### src/rtl/arm_decode_pkg.sv
// arm_decode_pkg: family codes, condition codes and capture FSM states shared by instr_decode
package arm_decode_pkg;
  typedef enum logic [3:0] {
    FAM_DP   = 4'd0,
    FAM_MUL  = 4'd3,
    FAM_MULL = 4'd4,
    FAM_LS   = 4'd8,
    FAM_SWP  = 4'd12,
    FAM_BR   = 4'd14,
    FAM_UND  = 4'd15
  } fam_e;
  typedef enum logic [3:0] {
    C_EQ, C_NE, C_CS, C_CC, C_MI, C_PL, C_VS, C_VC,
    C_HI, C_LS, C_GE, C_LT, C_GT, C_LE, C_AL, C_NV
  } cond_e;
  typedef enum logic [1:0] {
    S_EMPTY,
    S_WAIT,
    S_VALID
  } state_e;
endpackage

### src/rtl/instr_decode_if.sv
// instr_decode_if: sequencer/memory side (master) and decoder side (slave) of instr_decode
interface instr_decode_if;
  logic        ld_ir;
  logic        MEM_R;
  logic [31:0] mem_data;
  logic        flags_we;
  logic [3:0]  alu_flags;
  logic [31:0] IR;
  logic        ir_valid;
  logic [3:0]  nzcv;
  logic [3:0]  family_number;
  logic        COND;
  logic        ST;
  logic        PL;
  logic        A;
  logic        IR_20;
  modport master (
    output ld_ir, MEM_R, mem_data, flags_we, alu_flags,
    input  IR, ir_valid, nzcv, family_number, COND, ST, PL, A, IR_20
  );
  modport slave (
    input  ld_ir, MEM_R, mem_data, flags_we, alu_flags,
    output IR, ir_valid, nzcv, family_number, COND, ST, PL, A, IR_20
  );
endinterface

### src/rtl/instr_decode_cond_eval.sv
// cond_eval: ARMv4 condition check of a 4-bit condition field against {N,Z,C,V}
module cond_eval
  import arm_decode_pkg::*;
(
  input  logic [3:0] cond,
  input  logic [3:0] nzcv,
  output logic       pass
);
  logic n, z, c, v;
  assign {n, z, c, v} = nzcv;
  always_comb begin
    pass = 1'b0;
    case (cond_e'(cond))
      C_EQ: pass = z;
      C_NE: pass = !z;
      C_CS: pass = c;
      C_CC: pass = !c;
      C_MI: pass = n;
      C_PL: pass = !n;
      C_VS: pass = v;
      C_VC: pass = !v;
      C_HI: pass = c && !z;
      C_LS: pass = !c || z;
      C_GE: pass = n == v;
      C_LT: pass = n != v;
      C_GT: pass = !z && (n == v);
      C_LE: pass = z || (n != v);
      C_AL: pass = 1'b1;
      default: pass = 1'b0;
    endcase
  end
endmodule

### src/rtl/instr_decode.sv
// instr_decode: IR capture FSM, NZCV register and instruction family decode; DECODE_MULL_EN enables multiply-long decode
module instr_decode
  import arm_decode_pkg::*;
(
  input  logic clk,
  input  logic rst,
  instr_decode_if.slave bus
);
  state_e state;
  fam_e   fam;
  logic   st, pl, a;
  logic   take;
  assign take = bus.ld_ir || state == S_WAIT;
  always_ff @(posedge clk) begin
    if (rst) begin
      state        <= S_EMPTY;
      bus.IR       <= '0;
      bus.ir_valid <= 1'b0;
      bus.nzcv     <= '0;
    end else begin
      if (bus.flags_we) bus.nzcv <= bus.alu_flags;
      if (take && bus.MEM_R) begin
        bus.IR       <= bus.mem_data;
        state        <= S_VALID;
        bus.ir_valid <= 1'b1;
      end else if (take) begin
        state        <= S_WAIT;
        bus.ir_valid <= 1'b0;
      end
    end
  end
  // first match wins; anything not claimed below is undefined
  always_comb begin
    fam = FAM_UND;
    st  = 1'b0;
    pl  = 1'b0;
    a   = 1'b0;
    if (bus.IR[27:25] == 3'b101) begin
      fam = FAM_BR;
      pl  = bus.IR[24];
    end else if (bus.IR[27:26] == 2'b01) begin
      fam = FAM_LS;
      st  = !bus.IR[20];
      pl  = bus.IR[24];
    end else if (bus.IR[27:23] == 5'b00010 && bus.IR[21:20] == 2'b00 && bus.IR[11:4] == 8'b0000_1001) begin
      fam = FAM_SWP;
    end else if (bus.IR[27:22] == 6'b000000 && bus.IR[7:4] == 4'b1001) begin
      fam = FAM_MUL;
      a   = bus.IR[21];
    end else if (bus.IR[27:23] == 5'b00001 && bus.IR[7:4] == 4'b1001) begin
`ifdef DECODE_MULL_EN
      fam = FAM_MULL;
      a   = bus.IR[21];
`else
      fam = FAM_UND;
`endif
    end else if (bus.IR[27:26] == 2'b00) begin
      fam = FAM_DP;
    end
  end
  assign bus.family_number = fam;
  assign bus.ST            = st;
  assign bus.PL            = pl;
  assign bus.A             = a;
  assign bus.IR_20         = bus.IR[20];
  cond_eval u_cond (
    .cond (bus.IR[31:28]),
    .nzcv (bus.nzcv),
    .pass (bus.COND)
  );
endmodule

### src/flat_wrapper.sv
// flat-port wrapper written by rule: the top's interface ports become plain ports
module instr_decode_flat import arm_decode_pkg::*;
  (clk, rst, bus_ld_ir, bus_MEM_R, bus_mem_data, bus_flags_we, bus_alu_flags, bus_IR, bus_ir_valid, bus_nzcv, bus_family_number, bus_COND, bus_ST, bus_PL, bus_A, bus_IR_20);
  instr_decode_if bus_i ();
  input  logic clk;
  input  logic rst;
  input wire logic [$bits(bus_i.ld_ir)-1:0] bus_ld_ir;
  input wire logic [$bits(bus_i.MEM_R)-1:0] bus_MEM_R;
  input wire logic [$bits(bus_i.mem_data)-1:0] bus_mem_data;
  input wire logic [$bits(bus_i.flags_we)-1:0] bus_flags_we;
  input wire logic [$bits(bus_i.alu_flags)-1:0] bus_alu_flags;
  output wire logic [$bits(bus_i.IR)-1:0] bus_IR;
  output wire logic [$bits(bus_i.ir_valid)-1:0] bus_ir_valid;
  output wire logic [$bits(bus_i.nzcv)-1:0] bus_nzcv;
  output wire logic [$bits(bus_i.family_number)-1:0] bus_family_number;
  output wire logic [$bits(bus_i.COND)-1:0] bus_COND;
  output wire logic [$bits(bus_i.ST)-1:0] bus_ST;
  output wire logic [$bits(bus_i.PL)-1:0] bus_PL;
  output wire logic [$bits(bus_i.A)-1:0] bus_A;
  output wire logic [$bits(bus_i.IR_20)-1:0] bus_IR_20;
  assign bus_i.ld_ir = bus_ld_ir;
  assign bus_i.MEM_R = bus_MEM_R;
  assign bus_i.mem_data = bus_mem_data;
  assign bus_i.flags_we = bus_flags_we;
  assign bus_i.alu_flags = bus_alu_flags;
  assign bus_IR = bus_i.IR;
  assign bus_ir_valid = bus_i.ir_valid;
  assign bus_nzcv = bus_i.nzcv;
  assign bus_family_number = bus_i.family_number;
  assign bus_COND = bus_i.COND;
  assign bus_ST = bus_i.ST;
  assign bus_PL = bus_i.PL;
  assign bus_A = bus_i.A;
  assign bus_IR_20 = bus_i.IR_20;
  instr_decode u_core (.clk(clk), .rst(rst), .bus(bus_i));
endmodule
### config.mk
export PLATFORM = sky130hd
export DESIGN_NAME = instr_decode_flat
export DESIGN_NICKNAME = d
export VERILOG_FILES = /design/src/rtl/arm_decode_pkg.sv /design/src/rtl/instr_decode_if.sv /design/src/rtl/instr_decode_cond_eval.sv /design/src/rtl/instr_decode.sv /design/src/flat_wrapper.sv
export SDC_FILE = /design/constraint.sdc
export NUM_CORES = 1
export LEC_CHECK = 0
export CORE_MARGIN = 2
export CORE_UTILIZATION = 41
export CTS_CLUSTER_DIAMETER = 200
export DETAILED_ROUTE_END_ITERATION = 7
export GPL_ROUTABILITY_DRIVEN = 0
export PLACE_DENSITY_LB_ADDON = 0.25
export REMOVE_ABC_BUFFERS = 1
export SLEW_MARGIN = 20
export SYNTH_ARGS = -nofsm -noshare
export SYNTH_HDL_FRONTEND = slang
export SYNTH_SLANG_ARGS = --single-unit
### constraint.sdc
create_clock -name clk -period 2.7 [get_ports clk]
set_input_delay 0.54 -clock clk [delete_from_list [all_inputs] [get_ports clk]]
set_output_delay 0.54 -clock clk [all_outputs]
set_load 0.02 [all_outputs]
==> impl_metrics.csv <==
group,metric,value,unit
clock_tree,clock_sinks,38,
floorplanning,core,0.00372,mm^2
floorplanning,start_util,43.3,%
clock_tree,clock_latency,290,ps
synthesis,ys_seq_area_share,47.2,%
timing,timing.setup.tns,0,ps
final_layout,drive_gt1_share,7.17,%
pwr,intPower,0.000955,W
timing,setup_violations,0,
detailed_routing,wirelength,4090,um
timing,hold_viol_final,0,
synthesis,synth_ff_type,"dfxtp_1",
setup_path,cp_max_fo,8,
floorplanning,die_y,66.7,um
floorplanning,num_io_pins,87,
global_routing,grt_pass1_vias,1559,
synthesis,synth_edf_count,0,
detailed_routing,drt_iter0_markers,103,
detailed_routing,drc_errors,0,
clock_tree,cts_buffer_depth,2,
synthesis,synth_area,0.00161,mm^2
setup_path,worstSetupStartpointType,"register",
final_layout,area_growth,64.3,%
final_layout,final_area,0.00265,mm^2
timing,rsz0062_at_grt,"false",
synthesis,synthArstFlopShare,0,%
global_routing,overflow,0,
setup_path,required,2160,ps
timing,worst_pin_slew,388,ps
synthesis,synth_area_leaders,"dfxtp_1 47%, nand2_1 16%, a21oi_1 11%, mux2i_1 4.4%, clkbuf_1 2.6%",
global_routing,grt_max_degree,39,
timing,slew_headroom,74.1,%
clock_tree,ctsHoldBuffers,0,
detailed_routing,wire_per_inst,12.0,um
pwr,p_seq_share,47.7,%
placement,dp_hpwl,2930,um
pwr,p_leak,1.01,nW
synthesis,syn_avg_cell_area,7.78,um^2
pwr,combPwrFrac,22.2,%
pwr,switching_share,26.9,%
final_layout,antennaDiodeCount,0,
timing,fmax,387,MHz
timing,finalCriticalPeriod,2590,ps
pwr,p_switching,0.000351,W
setup_path,critical_path_class,"reg2out",
placement,post_dp_cell_area,0.00253,mm^2
run_status,status,"complete, no violations",
synthesis,yosys_warnings,0,
clock_tree,cts-root-buf,"clkbuf_8",
pwr,ir_worst_vdd,0.346,mV
global_routing,grtUsageTotal,19.4,%
flow_run,maxCapViolCount,0,
synthesis,ys_ff_latch,38,
pwr,power_density,494,mW/mm^2
hold_path,hp-class,"reg2reg",
final_layout,layout.nets,333,
setup_path,crit_arrival,2050,ps
clock_tree,tritoncts,"done",
final_layout,fin_util,71.2,%
global_routing,grt_pass1_wl,6630,um
timing,period_share,95.8,%
floorplanning,dieArea,0.00444,mm^2
detailed_routing,drtPass1Iterations,6,
floorplanning,fp-row-count,22,
synthesis,yosysTopAreaCell,"dfxtp_1",
pwr,power,0.00131,W
global_routing,antenna_found_initial,0,
synthesis,synthCells,207,
clock_tree,clk_pin_slew,70,ps
synthesis,synth_top_area_share,47.2,%
detailed_routing,ant_nets,0,
detailed_routing,routed_via_density,4.77,
placement,io_buffers,86,
clock_tree,numCtsBuffers,5,
timing,slew_violations,0,
pwr,power_frac_clock,30.1,%
synthesis,yosysUniqueCellTypes,33,
floorplanning,dieWidth,66.7,um
timing,finClkSkew,1.97,ps
clock_tree,h-tree-depth,2,
detailed_routing,vias,1627,
setup_path,worstSetupEndpointType,"output pin",
## kinds of logic after synthesis
kind of cell	count (synthesis)	synth area share [%]
and+or+nand+nor	97	26.0
buffers and inverters	14	3.57
DFF	38	47.2
AOI/OAI and AO/OA	47	16.7
xor gates and xnor gates	4	2.18
muxes	7	4.35
## worst max-delay path, stage by stage (launching register included)
cell	delay (ps)
dfxtp_1	460
nand2_1	100
mux2i_1	150
nor2_1	60
xor2_1	140
a211o_1	300
clkdlybuf4s50_1	540
## flip-flops by register name (all words and copies together), names as in the netlist
register / count
u_core.bus.IR: 32
u_core.bus.nzcv: 4
u_core.bus.ir_valid: 1
u_core.state: 1
## through the flow
step / cells / setup slack (ps) / hold WS [ps]
after floorplan: 194 / 335 / 469
after global routing: 341 / 1.38 / 477
after CTS: 341 / 37.9 / 456
after detailed placement: 333 / 190 / 448
final: 341 / 114 / 454
after global placement: 333 / 209 / 440
## cells in the final DEF (no fill, tap or decap), types with 2 or more instances in the layout
| master | instances |
|---|---|
| nand2b_1 | 4 |
| nand2_1 | 70 |
| clkbuf_8 | 6 |
| dfxtp_1 | 36 |
| mux2i_1 | 7 |
| nor2b_1 | 3 |
| nand3_1 | 2 |
| buf_4 | 4 |
| a21oi_1 | 35 |
| nor2_1 | 11 |
| dfxtp_2 | 2 |
| dlygate4sd2_1 | 3 |
| xor2_1 | 2 |
| clkdlybuf4s50_1 | 82 |
## layout make-up
class                   count  area, um^2
multi-input cells         155         818
fillers                   311        1070
well taps                  48        60.1
clock buffers               7        86.3
repair buffers             91         910
inverters                   1        3.75
flip-flops and latches     38         763
clock inverters             1        5.00
## power groups by stage
stage / sequential, W / combinational (W) / clock (W)
floorplan: 0.000666 / 0.0000871 / 0
global placement: 0.000632 / 0.000288 / 0
detailed placement: 0.000633 / 0.000290 / 0
CTS: 0.000621 / 0.000290 / 0.000403
global route: 0.000628 / 0.000315 / 0.000430
finish: 0.000623 / 0.000290 / 0.000394
## layer usage
metal | vias to the layer above | track usage [%] | routed length, um | part of all wire (%)
met4 | 0 | 6.12 | 35 | 0.85
met3 | 4 | 8.28 | 345 | 8.4
met1 | 710 | 23.3 | 1820 | 45
met5 | - | 0 | 0 | 0
li1 | 852 | - | - | -
met2 | 61 | 31.4 | 1890 | 46
## cell usage after synthesis (2+ instances only)
cell and number:
nor2b_1 3, nand2_1 70, nor2_1 11, a21oi_1 35, mux2i_1 7, nand2b_1 4, dfxtp_1 38, xnor2_1 2
clkbuf_1 11, nand3_1 2, xor2_1 2
## repair_timing
action / 4_1_cts / 5_1_grt
buffers inserted: 0 / 0
setup endpoints to repair: 4 / 3
gates resized for setup: 4 / 6
endpoints found under the hold margin: 0 / 0
## worst paths after layout
kind / from / end / slack, ps / cells past startpoint
setup / recovery: u_core.bus.IR[31] / bus_COND / 110 / 6
setup reg to reg: u_core.state[0] / u_core.bus.IR[29] / 1330 / 5
hold reg to reg: u_core.bus.IR[16] / u_core.bus.IR[16] / 450 / 2
hold / removal: u_core.bus.IR[16] / u_core.bus.IR[16] / 450 / 2
(Power assumes the default switching activity.)
